==> src/rtl/lcd_pkg.sv <==
// Shared types, default timing and init table for the HD44780 4-bit controller.
package lcd_pkg;

  localparam int unsigned CNT_W      = 20;
  localparam int unsigned TX_CNT_W   = 8;
  localparam int unsigned NIB_W      = 4;
  localparam int unsigned BYTE_W     = 8;
  localparam int unsigned INIT_STEPS = 4;
  localparam int unsigned INIT_IDX_W = 2;

  // Default timing at 27 MHz
  localparam logic [CNT_W-1:0]    T_PON_DEF   = 20'd405000;
  localparam logic [CNT_W-1:0]    T_INIT1_DEF = 20'd110700;
  localparam logic [CNT_W-1:0]    T_INIT2_DEF = 20'd2700;
  localparam logic [CNT_W-1:0]    T_EXEC_DEF  = 20'd1000;
  localparam logic [CNT_W-1:0]    T_CLR_DEF   = 20'd41040;
  localparam logic [TX_CNT_W-1:0] T_AS_DEF    = 8'd3;
  localparam logic [TX_CNT_W-1:0] T_PW_DEF    = 8'd13;
  localparam logic [TX_CNT_W-1:0] T_H_DEF     = 8'd13;

  // Init nibbles, step 0 in the low slot: 3, 3, 3, 2
  localparam logic [INIT_STEPS*NIB_W-1:0] INIT_NIB_TABLE = {4'h2, 4'h3, 4'h3, 4'h3};

  typedef enum logic [2:0] {
    ST_PON_WAIT,
    ST_INIT,
    ST_INIT_WAIT,
    ST_XFER_HI,
    ST_XFER_LO,
    ST_EXEC_WAIT,
    ST_IDLE
  } ctrl_state_t;

  typedef enum logic [1:0] {
    TX_IDLE,
    TX_SETUP,
    TX_E_HI,
    TX_E_LO
  } tx_state_t;

  typedef enum logic [1:0] {
    WAIT_INIT1,
    WAIT_INIT2,
    WAIT_EXEC
  } wait_sel_t;

  typedef struct packed {
    logic              rs;
    logic [BYTE_W-1:0] data;
  } lcd_byte_t;

  // Nibble sent at a given init step
  function automatic logic [NIB_W-1:0] init_nibble(input logic [INIT_IDX_W-1:0] idx);
    return INIT_NIB_TABLE[{idx, 2'b00} +: NIB_W];
  endfunction

  // Wait that follows a given init step
  function automatic wait_sel_t init_wait_sel(input logic [INIT_IDX_W-1:0] idx);
    case (idx)
      2'd0:    return WAIT_INIT1;
      2'd1:    return WAIT_INIT2;
      default: return WAIT_EXEC;
    endcase
  endfunction

  // Clear / return-home commands need the long execution wait
  function automatic logic is_slow_cmd(input lcd_byte_t b);
    return !b.rs && ((b.data == 8'h01) || (b.data == 8'h02) || (b.data == 8'h03));
  endfunction

  // Final counter value of a wait phase; a zero limit behaves as one cycle
  function automatic logic [CNT_W-1:0] wait_last(input logic [CNT_W-1:0] lim);
    return (lim == '0) ? '0 : lim - CNT_W'(1);
  endfunction

  // Final counter value of a nibble phase; a zero limit behaves as one cycle
  function automatic logic [TX_CNT_W-1:0] tx_last(input logic [TX_CNT_W-1:0] lim);
    return (lim == '0) ? '0 : lim - TX_CNT_W'(1);
  endfunction

endpackage

==> src/rtl/lcd_nibble_tx.sv <==
// Drives one nibble onto the LCD bus: setup, E high, E low hold, then done.
module lcd_nibble_tx
  import lcd_pkg::*;
#(
  parameter logic [TX_CNT_W-1:0] T_AS = T_AS_DEF,
  parameter logic [TX_CNT_W-1:0] T_PW = T_PW_DEF,
  parameter logic [TX_CNT_W-1:0] T_H  = T_H_DEF
) (
  input  logic             sys_clk,
  input  logic             rst_n,
  input  logic             start,
  input  logic             rs,
  input  logic [NIB_W-1:0] nibble,
  output logic             done_c,
  output logic             lcd_e,
  output logic             lcd_rs,
  output logic [NIB_W-1:0] lcd_db
);

  localparam logic [TX_CNT_W-1:0] AS_LAST = tx_last(T_AS);
  localparam logic [TX_CNT_W-1:0] PW_LAST = tx_last(T_PW);
  localparam logic [TX_CNT_W-1:0] H_LAST  = tx_last(T_H);

  tx_state_t           state_q, state_d;
  logic [TX_CNT_W-1:0] cnt_q, cnt_d;
  logic                e_d, rs_d;
  logic [NIB_W-1:0]    db_d;

  // State, phase counter and bus registers
  always_ff @(posedge sys_clk or negedge rst_n) begin
    if (!rst_n) begin
      state_q <= TX_IDLE;
      cnt_q   <= '0;
      lcd_e   <= 1'b0;
      lcd_rs  <= 1'b0;
      lcd_db  <= '0;
    end else begin
      state_q <= state_d;
      cnt_q   <= cnt_d;
      lcd_e   <= e_d;
      lcd_rs  <= rs_d;
      lcd_db  <= db_d;
    end
  end

  // Phase sequencing; a start on the final hold cycle chains straight into the next setup
  always_comb begin
    state_d = state_q;
    cnt_d   = cnt_q;
    e_d     = lcd_e;
    rs_d    = lcd_rs;
    db_d    = lcd_db;
    done_c  = 1'b0;
    case (state_q)
      TX_IDLE: ;
      TX_SETUP: begin
        if (cnt_q == AS_LAST) begin
          state_d = TX_E_HI;
          cnt_d   = '0;
          e_d     = 1'b1;
        end else begin
          cnt_d = cnt_q + TX_CNT_W'(1);
        end
      end
      TX_E_HI: begin
        if (cnt_q == PW_LAST) begin
          state_d = TX_E_LO;
          cnt_d   = '0;
          e_d     = 1'b0;
        end else begin
          cnt_d = cnt_q + TX_CNT_W'(1);
        end
      end
      TX_E_LO: begin
        if (cnt_q == H_LAST) begin
          state_d = TX_IDLE;
          cnt_d   = '0;
          done_c  = 1'b1;
        end else begin
          cnt_d = cnt_q + TX_CNT_W'(1);
        end
      end
      default: state_d = TX_IDLE;
    endcase
    if (start) begin
      state_d = TX_SETUP;
      cnt_d   = '0;
      e_d     = 1'b0;
      rs_d    = rs;
      db_d    = nibble;
    end
  end

endmodule

==> src/rtl/lcd_ctrl.sv <==
// HD44780 4-bit controller: power-on init, byte split into nibbles, exec waits, busy/ovf.
module lcd_ctrl
  import lcd_pkg::*;
#(
  parameter logic [CNT_W-1:0]    T_PON   = T_PON_DEF,
  parameter logic [CNT_W-1:0]    T_INIT1 = T_INIT1_DEF,
  parameter logic [CNT_W-1:0]    T_INIT2 = T_INIT2_DEF,
  parameter logic [CNT_W-1:0]    T_EXEC  = T_EXEC_DEF,
  parameter logic [CNT_W-1:0]    T_CLR   = T_CLR_DEF,
  parameter logic [TX_CNT_W-1:0] T_AS    = T_AS_DEF,
  parameter logic [TX_CNT_W-1:0] T_PW    = T_PW_DEF,
  parameter logic [TX_CNT_W-1:0] T_H     = T_H_DEF
) (
  input  logic              sys_clk,
  input  logic              rst_n,
  input  logic              wr_en,
  input  logic              wr_rs,
  input  logic [BYTE_W-1:0] wr_data,
  output logic              busy,
  output logic              ovf,
  output logic              lcd_e,
  output logic              lcd_rw,
  output logic              lcd_rs,
  output logic [NIB_W-1:0]  lcd_db
);

  ctrl_state_t           state_q, state_d;
  logic [CNT_W-1:0]      cnt_q, cnt_d;
  logic [INIT_IDX_W-1:0] idx_q, idx_d;
  lcd_byte_t             byte_q, byte_d;
  logic                  busy_d, ovf_d;

  logic [CNT_W-1:0]      wait_lim_c;
  logic                  cnt_end_c;
  logic                  tx_start_c;
  logic                  tx_rs_c;
  logic [NIB_W-1:0]      tx_nib_c;
  logic                  tx_done_c;

  // Writes only, never reads the LCD
  assign lcd_rw = 1'b0;

  lcd_nibble_tx #(
    .T_AS (T_AS),
    .T_PW (T_PW),
    .T_H  (T_H)
  ) u_tx (
    .sys_clk (sys_clk),
    .rst_n   (rst_n),
    .start   (tx_start_c),
    .rs      (tx_rs_c),
    .nibble  (tx_nib_c),
    .done_c  (tx_done_c),
    .lcd_e   (lcd_e),
    .lcd_rs  (lcd_rs),
    .lcd_db  (lcd_db)
  );

  // Length of the wait phase currently being counted
  always_comb begin
    wait_lim_c = T_EXEC;
    case (state_q)
      ST_PON_WAIT: wait_lim_c = T_PON;
      ST_INIT_WAIT: begin
        case (init_wait_sel(idx_q))
          WAIT_INIT1: wait_lim_c = T_INIT1;
          WAIT_INIT2: wait_lim_c = T_INIT2;
          default:    wait_lim_c = T_EXEC;
        endcase
      end
      ST_EXEC_WAIT: wait_lim_c = is_slow_cmd(byte_q) ? T_CLR : T_EXEC;
      default: ;
    endcase
  end

  assign cnt_end_c = (cnt_q == wait_last(wait_lim_c));

  // Controller state and status registers
  always_ff @(posedge sys_clk or negedge rst_n) begin
    if (!rst_n) begin
      state_q <= ST_PON_WAIT;
      cnt_q   <= '0;
      idx_q   <= '0;
      byte_q  <= '0;
      busy    <= 1'b1;
      ovf     <= 1'b0;
    end else begin
      state_q <= state_d;
      cnt_q   <= cnt_d;
      idx_q   <= idx_d;
      byte_q  <= byte_d;
      busy    <= busy_d;
      ovf     <= ovf_d;
    end
  end

  // Sequencing of init steps, byte nibbles and execution waits
  always_comb begin
    state_d    = state_q;
    cnt_d      = cnt_q;
    idx_d      = idx_q;
    byte_d     = byte_q;
    busy_d     = busy;
    ovf_d      = ovf;
    tx_start_c = 1'b0;
    tx_rs_c    = 1'b0;
    tx_nib_c   = init_nibble(idx_q);
    case (state_q)
      ST_PON_WAIT: begin
        if (cnt_end_c) begin
          state_d    = ST_INIT;
          cnt_d      = '0;
          tx_start_c = 1'b1;
        end else begin
          cnt_d = cnt_q + CNT_W'(1);
        end
      end
      ST_INIT: begin
        if (tx_done_c) begin
          state_d = ST_INIT_WAIT;
          cnt_d   = '0;
        end
      end
      ST_INIT_WAIT: begin
        if (cnt_end_c) begin
          cnt_d = '0;
          if (idx_q == INIT_IDX_W'(INIT_STEPS - 1)) begin
            state_d = ST_IDLE;
            busy_d  = 1'b0;
          end else begin
            idx_d      = idx_q + INIT_IDX_W'(1);
            state_d    = ST_INIT;
            tx_start_c = 1'b1;
            tx_nib_c   = init_nibble(idx_d);
          end
        end else begin
          cnt_d = cnt_q + CNT_W'(1);
        end
      end
      ST_XFER_HI: begin
        if (tx_done_c) begin
          state_d    = ST_XFER_LO;
          tx_start_c = 1'b1;
          tx_rs_c    = byte_q.rs;
          tx_nib_c   = byte_q.data[NIB_W-1:0];
        end
      end
      ST_XFER_LO: begin
        if (tx_done_c) begin
          state_d = ST_EXEC_WAIT;
          cnt_d   = '0;
        end
      end
      ST_EXEC_WAIT: begin
        if (cnt_end_c) begin
          state_d = ST_IDLE;
          cnt_d   = '0;
          busy_d  = 1'b0;
        end else begin
          cnt_d = cnt_q + CNT_W'(1);
        end
      end
      ST_IDLE: begin
        if (wr_en) begin
          byte_d.rs   = wr_rs;
          byte_d.data = wr_data;
          state_d     = ST_XFER_HI;
          busy_d      = 1'b1;
          tx_start_c  = 1'b1;
          tx_rs_c     = wr_rs;
          tx_nib_c    = wr_data[BYTE_W-1:NIB_W];
        end
      end
      default: begin
        state_d = ST_PON_WAIT;
        cnt_d   = '0;
        idx_d   = '0;
        busy_d  = 1'b1;
      end
    endcase
    if (wr_en && busy) ovf_d = 1'b1;
  end

endmodule

==> config.mk <==
export PLATFORM = sky130hd
export DESIGN_NAME = lcd_ctrl
export DESIGN_NICKNAME = d
export VERILOG_FILES = /design/src/rtl/lcd_pkg.sv /design/src/rtl/lcd_nibble_tx.sv /design/src/rtl/lcd_ctrl.sv
export SDC_FILE = /design/constraint.sdc
export NUM_CORES = 1
export LEC_CHECK = 0
export ABC_CLOCK_PERIOD_IN_PS = 4200
export BUFFER_PORTS_ARGS = -buffer_cell sky130_fd_sc_hd__buf_2
export CAP_MARGIN = 25
export CORE_AREA = 2 2 102 104
export CTS_BUF_LIST = sky130_fd_sc_hd__clkbuf_16
export DETAILED_ROUTE_END_ITERATION = 7
export DIE_AREA = 0 0 104 106
export PLACE_DENSITY = 0.49
export SYNTH_ARGS = -nofsm -noshare
export SYNTH_HDL_FRONTEND = slang
export SYNTH_HIERARCHICAL = 1
export SYNTH_SLANG_ARGS = --single-unit
==> constraint.sdc <==
create_clock -name sys_clk -period 4.2 [get_ports sys_clk]
set_clock_uncertainty 0.1 [all_clocks]
set_input_delay 0 -clock sys_clk [delete_from_list [all_inputs] [get_ports sys_clk]]
set_output_delay 0 -clock sys_clk [all_outputs]
set_load 0.03 [all_outputs]
==> results of run 1 <==
[Yosys cell counts, types with 6 or more instances]
master / n / area [sq um]
clkbuf_1: 14 / 52.6
nand2_1: 37 / 139
or3_1: 6 / 37.5
nand3_1: 16 / 80.1
a31oi_1: 6 / 37.5
nor3_1: 11 / 55.1
nand4_1: 12 / 75.1
nand2b_1: 7 / 43.8
inv_1: 13 / 48.8
ha_1: 10 / 125
a21oi_1: 10 / 50.1
dfrtp_1: 51 / 1280
o21ai_0: 11 / 55.1
nor2_1: 31 / 116
mux2_2: 14 / 158
xnor2_1: 7 / 61.3
[how the worst max path moves through the flow]
stage | from | end | slack [ns] | depth (start not counted)
6_report | idx_q[0] | cnt_q[16] | 0.46 | 11
4_1_cts | idx_q[0] | cnt_q[16] | 0.43 | 11
3_5_place_dp | idx_q[0] | cnt_q[16] | 0.46 | 11
2_1_floorplan | state_q[2] | u_tx/lcd_db[0] | 0.43 | 13
3_3_place_gp | idx_q[0] | u_tx/cnt_q[6] | 0.51 | 14
5_1_grt | idx_q[0] | cnt_q[16] | 0.16 | 11
[cell families after synthesis]
logic type      synth area share [%]
compound gates                  17.9
buf+inv                         5.13
fa+ha+maj                       3.72
mux                             5.88
xor+xnor                        3.12
other cells                    0.111
simple gates                    25.4
flops                           38.7
[flip-flops by register name (all words and copies together) (netlist names)]
name	count
u_tx/lcd_rs	1
state_q	3
u_tx/lcd_db	4
cnt_q	20
idx_q	2
ovf	1
u_tx/cnt_q	8
byte_q	9
u_tx/lcd_e	1
busy	1
u_tx/state_q	2
[worst max-delay path: cells and delay by family, from the launching register on]
kind / cells / cell delay (ns)
simple gates: 1 / 0.43
buf+inv: 2 / 0.45
fa+ha+maj: 2 / 0.61
flops: 1 / 0.41
compound gates: 6 / 1.59
[cells in the final DEF, fill, tap and decap left out, drive strengths merged, types with 3 or more instances in the layout]
cell type	Yosys	routed
nor3b	4	4
nand4	13	13
buf	10	30
a21oi	10	10
xnor2	7	7
nand2	37	37
or3	6	6
o2111ai	3	3
clkbuf	15	5
a31oi	6	6
a22o	3	3
and3	7	7
ha	10	10
nand3	16	16
nand2b	7	7
dlygate4sd3	0	11
xor2	5	5
o22ai	4	4
mux2i	4	4
o21ai	15	15
nor4	5	5
a32o	3	3
o211ai	4	4
nor3	11	11
o311ai	9	9
inv	14	16
mux2	14	14
nor2	31	31
dfrtp	51	51
or2	6	6
a21o	4	4
[power by group]
part / leakage [uW] / internal, uW / switching, uW / total (uW)
clock: 0.0000856 / 282 / 197 / 479
combinational: 0.000844 / 19.2 / 25.1 / 44.2
sequential: 0.000675 / 506 / 3.68 / 510
total: 0.00160 / 807 / 226 / 1030
[per-layer routing]
layer  vias up  part of all wire [%]
met3         7                   1.7
met5         -                     0
met4         0                   1.6
met2        26                    47
li1       1413                     -
met1      1389                    50
[cell type report]
| class | instances | area (sq um) | share of cell area (%) |
|---|---|---|---|
| Tap cell | 136 | 170 | 4.40 |
| Multi-Input combinational cell | 281 | 1890 | 48.8 |
| Clock inverter | 3 | 42.5 | 1.10 |
| Timing Repair Buffer | 41 | 288 | 7.44 |
| Inverter | 14 | 52.6 | 1.36 |
| Sequential cell | 52 | 1300 | 33.7 |
| Clock buffer | 5 | 125 | 3.23 |
[stage by stage]
step	area, sq um	std cells	worst slack [ns]
final	3870	532	0.456
after global routing	3870	532	0.157
after floorplan	3360	372	0.434
after detailed placement	3590	513	0.459
after CTS	3870	532	0.426
after global placement	3590	513	0.509
==> impl_results.md, run 1 <==
- Root Driver: clkbuf_16
- # fillers: 1012
- Worst min path class: in -> async
- Worst R2R Start: idx_q[0]
- Final Max Tran Viols: 0
- Number of I/O port buffers: 19
- RSZ-0062 raised after global routing: no
- Lkg Pwr: 0.00160 uW
- Vias post-DR: 2835
- Average wire per standard cell: 16.0 microns
- Total gr overflow: 0
- Setup TNS: 0 ns
- Share of cells above drive strength 1: 17.9%
- Met1 usage: 21.0%
- Number of DRC violations after detailed-routing iteration 0: 110
- CTS tree: yes
- Register-to-register setup slack: 0.46 ns
- Synth unique cells: 75
- Core area: 10000 sq um
- Crit path max fanout: 29
- CTS Hold Bufs: 11
- Final min period: 3.74 ns
- Clk Latency, worst-skew pair: 0.29 ns
- Status: completed
- Worst r2r path cells: 11
- Global-route met3 utilization: 2.88%
- Post-CTS Resized: 0
- Reg clk slew, reported paths: 0.07 ns
- Vias in the first global route: 2847
- DRT Pass-1 Iters: 4
- GR peak layer: met2
- H-Tree Depth: 2
- Synthesized cell area: 3360 sq um
- Setup bufs post-CTS: 0
- # rows: 37
- Crit path largest cell delay: 0.43 ns
- Arr. time, crit path: 3.79 ns
- Util after Layout: 38.7%
- Final Power: 1030 uW
- Num ports: 21
- Worst path required time: 4.25 ns
- Final setup fails: 0
- Worst Setup End Kind: flip-flop
- Cell mode on critical path: ha_1
- Slowest-stage cell, CP: nand2_1
- Total GRT Usage: 16.2%
- Routed vias/inst: 5.33
- Crit Path Class: reg -> reg
- Worst rel slew slack: 51.2%
- Syn Area/Cell: 9.04 sq um
- Critical-path cell list: inv_1 > ha_1 > o21ai_1 > ha_1 > a221o_1 > o31a_1 > o311ai_1 > o2111ai_2 > buf_4 > nand2_1 > o311ai_0
- Initial Util: 33.6%
- Final hold vios: 0
- Total Wirelength: 8.51 mm
- Met2 Usage GRT: 26.8%
- First-pass GRT wire length: 14.4 mm
- Sequential-to-total area share from yosys stat: 38.7%
- Die H: 106 microns
- EDFF count, synth: 0
- Clk sinks: 52
- Yosys reg bits: 52
- Gp weighted congestion: 0.835
- Max frequency: 267 MHz
- HPWL Detailed: 5.81 mm
- Layout area overhead: 15.0%
- Tcrit/Tclk final: 89.1%
- Antenna Cells: 0
- Largest net degree at the start of global routing: 53
- R2r endpoint: cnt_q[16]
- Final net count: 417
- Total CTS buffers: 5
- Critical path startpoint category: flip-flop
- Worst Tran Pin Value: 0.723 ns
- DRC viols: 0
- Worst VDD drop: 0.000168 V
- Initial antenna violation count: 0
- Pwr/cell area: 267 nW/um^2
- Main flop type after synthesis: dfrtp_1
- Post-route ant nets: 0
- Post-synth ARST share: 100%
- Synthesis Warnings: 6
- Hold slack: 0.271 ns
- Gate Count Post-Synth: 372
- Max clock buf depth: 2
- Horiz. Die Dim: 104 microns
- Die area: 11000 sq um
- Synthesized Nets: 394
- Max_cap viols: 0
(Power assumes the default switching activity.)
==> inputs of run 2 (changes only) <==
BUFFER_PORTS_ARGS = unset   (was -buffer_cell sky130_fd_sc_hd__buf_2)
DONT_BUFFER_PORTS = 1   (was unset)
PLACE_DENSITY = 0.47   (was 0.49)
==> run 2 against run 1 <==
Effect of this change:
- routed wire length decreased by 1.1%
- cell area shrank 1.8%
- die area did not move
- sequential cell count unchanged
- setup slack improved by 0.012 ns
- largest cell class unchanged
- fmax rose by 0.33%
- total power is 6.7% lower
- via count fell by 0.71%
- critical path type unchanged
==> impl_results.md, run 2 (same netlist as run 1, synthesis figures left out) <==
- Status: completed
- Worst path depth: 15
- Core area: 10000 sq um
- Worst r2r path cells: 15
- Final setup fails: 0
- Vias in the first global route: 2730
- Crit path largest cell delay: 0.40 ns
- Root Driver: clkbuf_16
- Tcrit/Tclk final: 88.9%
- Fin area: 3800 sq um
- Final Power: 964 uW
- Setup bufs post-CTS: 0
- Multi-input gate area: 1910 sq um
- # rows: 37
- Max_cap viols: 0
- Slowest-stage cell, CP: dfrtp_1
- Max clock buf depth: 2
- First-pass GRT wire length: 14.0 mm
- Num ports: 21
- # fillers: 1038
- Switching pwr: 221 uW
- Die area: 11000 sq um
- Number of DRC violations after detailed-routing iteration 0: 192
- Pwr/cell area: 254 nW/um^2
- Worst R2R Start: byte_q[3]
- Setup TNS: 0 ns
- Clk sinks: 52
- Max frequency: 268 MHz
- DRT Pass-1 Iters: 4
- Largest delay contributor family on the critical path: simple AND/OR/NAND/NOR gates
- Final Max Tran Viols: 0
- Worst Setup End Kind: flip-flop
- Last element of the critical path: u_tx/cnt_q[7]
- Worst Tran Pin Value: 0.680 ns
- Largest register FFs: 20
- Total Wirelength: 8.42 mm
- Top reg by flops: cnt_q
- Clock Power Share: 42.9%
- Commonest non-fill, non-tap cell in the layout: dfrtp_1
- Share of cells above drive strength 1: 14.8%
- Sequential power share: 53.2%
- Worst min path class: in -> async
- Largest net degree at the start of global routing: 53
- DRC viols: 0
- Clk Latency, worst-skew pair: 0.29 ns
- Arr. time, crit path: 3.81 ns
- Total gr overflow: 0
- Total GRT Usage: 15.5%
- Crit Path Class: reg -> reg
- Total CTS buffers: 5
- Critical path startpoint category: flip-flop
- Commonest cells after routing, fill and taps aside: dfrtp_1 (51), nand2_1 (36), nor2_1 (31)
- Register-to-register setup slack: 0.47 ns
- Worst rel slew slack: 54.1%
- Average wire per standard cell: 16.4 microns
- R2r endpoint: u_tx/cnt_q[7]
- Post-route ant nets: 0
- H-Tree Depth: 2
- Horiz. Die Dim: 104 microns
- Worst path bufs/invs: 2
- Initial antenna violation count: 0
- Die H: 106 microns
- Antenna Cells: 0
- Cell Int Power: 743 uW
- Gp weighted congestion: 0.824
- Crit path max fanout: 8
- Comb pwr share: 3.9%
- Layout area overhead: 12.9%
- Lkg Pwr: 0.00152 uW
- Number of I/O port buffers: 0
- Sequential cell area: 1300 sq um
- Switching Fraction: 22.9%
- Final min period: 3.73 ns
- RSZ-0062 raised after global routing: no
- Vias post-DR: 2815
- Worst path required time: 4.28 ns
- Worst VDD drop: 0.000151 V
- Reg clk slew, reported paths: 0.07 ns
- HPWL Detailed: 5.95 mm
- Top flop regs: cnt_q (20), byte_q (9), u_tx/cnt_q (8)
- Crit. Startpoint: byte_q[3]
- Placed inst area: 3500 sq um
- Final hold vios: 0
- Critical-path cell list: nor4_1 > buf_4 > nand4_2 > inv_2 > ha_1 > xnor2_1 > nor4_1 > nand4_1 > nor4_2 > o2111ai_2 > o21ai_4 > nor3_1 > and4bb_2 > xnor2_1 > nor2_1
- CTS tree: yes
- Initial Util: 33.6%
- Final net count: 399
- Routed vias/inst: 5.48
## run 2: what timing repair did
action	CTS	global route
endpoints found under the hold margin	70	0
gates resized for setup	0	4
hold buffers	12	0
endpoints found under the setup margin	0	24
## run 2: worst min path at each step
stage	start	endpoint	slack [ns]	cells past startpoint
4_1_cts	rst_n	u_tx/lcd_db[1]	0.15	2
2_1_floorplan	rst_n	byte_q[0]	-0.40	0
3_5_place_dp	rst_n	idx_q[1]	-0.39	0
3_3_place_gp	rst_n	idx_q[1]	-0.39	0
5_1_grt	rst_n	u_tx/cnt_q[6]	0.16	2
6_report	rst_n	state_q[0]	0.13	2
## run 2: per-stage QoR
stage          cells  hold slack [ns]  util, %  worst slack, ns
2_1_floorplan    372           -0.396        -            0.434
3_3_place_gp     494           -0.392     35.0            0.120
3_5_place_dp     494           -0.392     35.0            0.129
4_1_cts          514            0.152     37.8           0.0992
5_1_grt          514            0.160     38.0           0.0675
6_report         514            0.134     38.0            0.468
## run 2: worst reg2reg max path: stages, from the launching register on
cell	delay (ns)
dfrtp_1	0.40
nor4_1	0.32
buf_4	0.18
nand4_2	0.14
inv_2	0.16
ha_1	0.27
xnor2_1	0.13
nor4_1	0.30
nand4_1	0.17
nor4_2	0.34
o2111ai_2	0.22
o21ai_4	0.26
nor3_1	0.15
and4bb_2	0.32
xnor2_1	0.11
nor2_1	0.06
## run 2: area by class of cell
| type | instances | area share (%) |
|---|---|---|
| multi-input combinational | 281 | 50.3 |
| sequential | 52 | 34.3 |
| timing repair buffer | 23 | 5.80 |
| tap | 136 | 4.48 |
| clock buffer | 5 | 3.29 |
| inverter | 14 | 1.38 |
| clock inverter | 3 | 0.494 |
## run 2: power groups by stage
stage / combinational [uW] / sequential (uW) / clock [uW]
2_1_floorplan: 13.0 / 522 / 0
3_3_place_gp: 15.2 / 523 / 0
3_5_place_dp: 15.5 / 523 / 0
4_1_cts: 39.4 / 513 / 425
5_1_grt: 42.7 / 514 / 445
6_report: 37.9 / 513 / 414
## run 2: layer usage
layer	vias up	wire length [microns]	share of wire (%)	global-route usage, %
met3	6	185	2.2	2.45
met1	1397	4130	49	21.0
met2	39	4010	48	25.9
met5	-	0	0	0
li1	1373	-	-	-
met4	0	90	1.1	3.76
==> inputs of run 3 (changes only) <==
CORE_AREA = 2 2 91 93   (was 2 2 102 104)
DIE_AREA = 0 0 93 95   (was 0 0 104 106)
PLACE_DENSITY = 0.56   (was 0.47)
==> run 3 against run 2 <==
Effect of this change:
- total power increased by 5.2%
- die area decreased by 20%
- largest power group unchanged
- critical path depth is 3 lower
- combinational power up 1%
- highest routed layer unchanged
==> impl_results.md, run 3 (same netlist as run 1, synthesis figures left out) <==
- Number of I/O port buffers: 0
- Die area: 8840 sq um
- Worst Tran Pin Value: 0.614 ns
- Total CTS buffers: 5
- Number of DRC violations after detailed-routing iteration 0: 175
- Worst Setup End Kind: flip-flop
- Reg clk slew, reported paths: 0.07 ns
- DRC viols: 0
- First-pass GRT wire length: 13.4 mm
- Final min period: 3.74 ns
- Switching pwr: 210 uW
- Total GRT Usage: 19.0%
- Final setup fails: 0
- Commonest cells after routing, fill and taps aside: dfrtp_1 (51), nand2_1 (37), nor2_1 (31)
- Top reg by flops: cnt_q
- DRT Pass-1 Iters: 5
- HPWL Detailed: 5.41 mm
- Max frequency: 267 MHz
- Share of cells above drive strength 1: 14.0%
- Comb pwr share: 3.8%
- Routed vias/inst: 5.77
- Clock Power Share: 45.7%
- Sequential power share: 50.6%
- H-Tree Depth: 2
- Initial Util: 42.4%
- Vias in the first global route: 2715
- Antenna Cells: 0
- Cell Int Power: 805 uW
- Setup TNS: 0 ns
- Final Max Tran Viols: 0
- Total Wirelength: 7.88 mm
- Final net count: 399
- Clk sinks: 52
- Max clock buf depth: 2
- Horiz. Die Dim: 93 microns
- Worst path required time: 4.24 ns
- Arr. time, crit path: 3.78 ns
- Initial antenna violation count: 0
- CTS tree: yes
- Layout area overhead: 11.9%
- Worst rel slew slack: 58.8%
- Util after Layout: 47.5%
- Final Power: 1010 uW
- Vias post-DR: 2785
- Lkg Pwr: 0.00153 uW
- Worst path bufs/invs: 2
- Switching Fraction: 20.7%
- Critical-path cell list: and3b_4 > nand4_2 > inv_2 > ha_1 > xnor2_1 > nor4_1 > nand4_1 > nor4_1 > o2111ai_2 > buf_4 > nand2_1 > o311ai_0
- Largest net degree at the start of global routing: 53
- Final hold vios: 0
- Final setup margin: 0.458 ns
- Status: completed
- Pre-CTS setup slack: 0.521 ns
- Top flop regs: cnt_q (20), byte_q (9), u_tx/cnt_q (8)
- Largest delay contributor family on the critical path: simple AND/OR/NAND/NOR gates
- Cell mode on critical path: nor4_1
- Slowest-stage cell, CP: dfrtp_1
- Worst VDD drop: 0.000206 V
- Root Driver: clkbuf_16
- Critical path startpoint category: flip-flop
- Clk Latency, worst-skew pair: 0.29 ns
- Average wire per standard cell: 16.3 microns
- Crit Path Class: reg -> reg
- Pwr/cell area: 270 nW/um^2
- # fillers: 758
- Num ports: 21
- Multi-input gate area: 1890 sq um
- Max_cap viols: 0
- Post-route ant nets: 0
- Commonest non-fill, non-tap cell in the layout: dfrtp_1
- Crit path max fanout: 29
- Worst min path class: in -> async
- Die H: 95 microns
- Largest register FFs: 20
- # rows: 33
- Core area: 7930 sq um
- Gp weighted congestion: 0.827
- Tcrit/Tclk final: 89.1%
- Sequential cell area: 1300 sq um
- Crit path largest cell delay: 0.50 ns
- RSZ-0062 raised after global routing: no
- Total gr overflow: 0
[run 3: area by class of cell]
type                            instances  share of cell area (%)
Clock buffer                            5                    3.32
Clock inverter                          3                    1.13
Inverter                               14                    1.40
Multi-Input combinational cell        281                    50.2
Sequential cell                        52                    34.6
Tap cell                              105                    3.49
Timing Repair Buffer                   23                    5.85
[run 3: power groups by stage]
| stage | clock network [uW] | registers [uW] | logic (uW) |
|---|---|---|---|
| 3_3_place_gp | 0 | 523 | 15.6 |
| 2_1_floorplan | 0 | 522 | 13.0 |
| 6_report | 463 | 513 | 38.3 |
| 5_1_grt | 496 | 514 | 42.6 |
| 4_1_cts | 479 | 513 | 39.0 |
| 3_5_place_dp | 0 | 523 | 15.7 |
[run 3: path summary, 6_finish.rpt]
check                      slack (ns)       start         to  depth (start not counted)
setup / recovery                 0.46  state_q[1]  cnt_q[15]                         12
hold / removal                   0.13       rst_n  cnt_q[15]                          2
setup reg to reg                 0.46  state_q[1]  cnt_q[15]                         12
hold reg to reg                  0.42   byte_q[6]  byte_q[6]                          1
max in group asynchronous        3.60       rst_n       busy                          2
min in group sys_clk             0.30  wr_data[3]  byte_q[3]                          2
[run 3: worst reg2reg max path: stages, from the launching register on]
cell and delay (ns):
dfrtp_1 0.50, and3b_4 0.40, nand4_2 0.20, inv_2 0.17, ha_1 0.26, xnor2_1 0.13, nor4_1 0.20, nand4_1 0.13
nor4_1 0.42, o2111ai_2 0.19, buf_4 0.28, nand2_1 0.41, o311ai_0 0.20
[run 3: layer usage]
metal / track usage [%] / vias up / part of all wire, %
met2: 31.6 / 49 / 49
li1: - / 1377 / -
met5: 0 / - / 0
met4: 4.41 / 0 / 0.63
met3: 3.03 / 4 / 2.3
met1: 26.0 / 1355 / 48
[run 3: metrics by stage]
| stage | instance area (sq um) | hold WS, ns | cells |
|---|---|---|---|
| after global routing | 3760 | 0.166 | 483 |
| after detailed placement | 3460 | -0.394 | 463 |
| after floorplan | 3360 | -0.396 | 372 |
| final | 3760 | 0.127 | 483 |
| after global placement | 3460 | -0.394 | 463 |
| after CTS | 3760 | 0.149 | 483 |
[run 3: timing repair]
item                                    4_1_cts  5_1_grt
endpoints found under the hold margin        70        0
setup buffers                                 0        0
endpoints found under the setup margin        0        0
hold buffers                                 12        0
resized for setup                             0        0
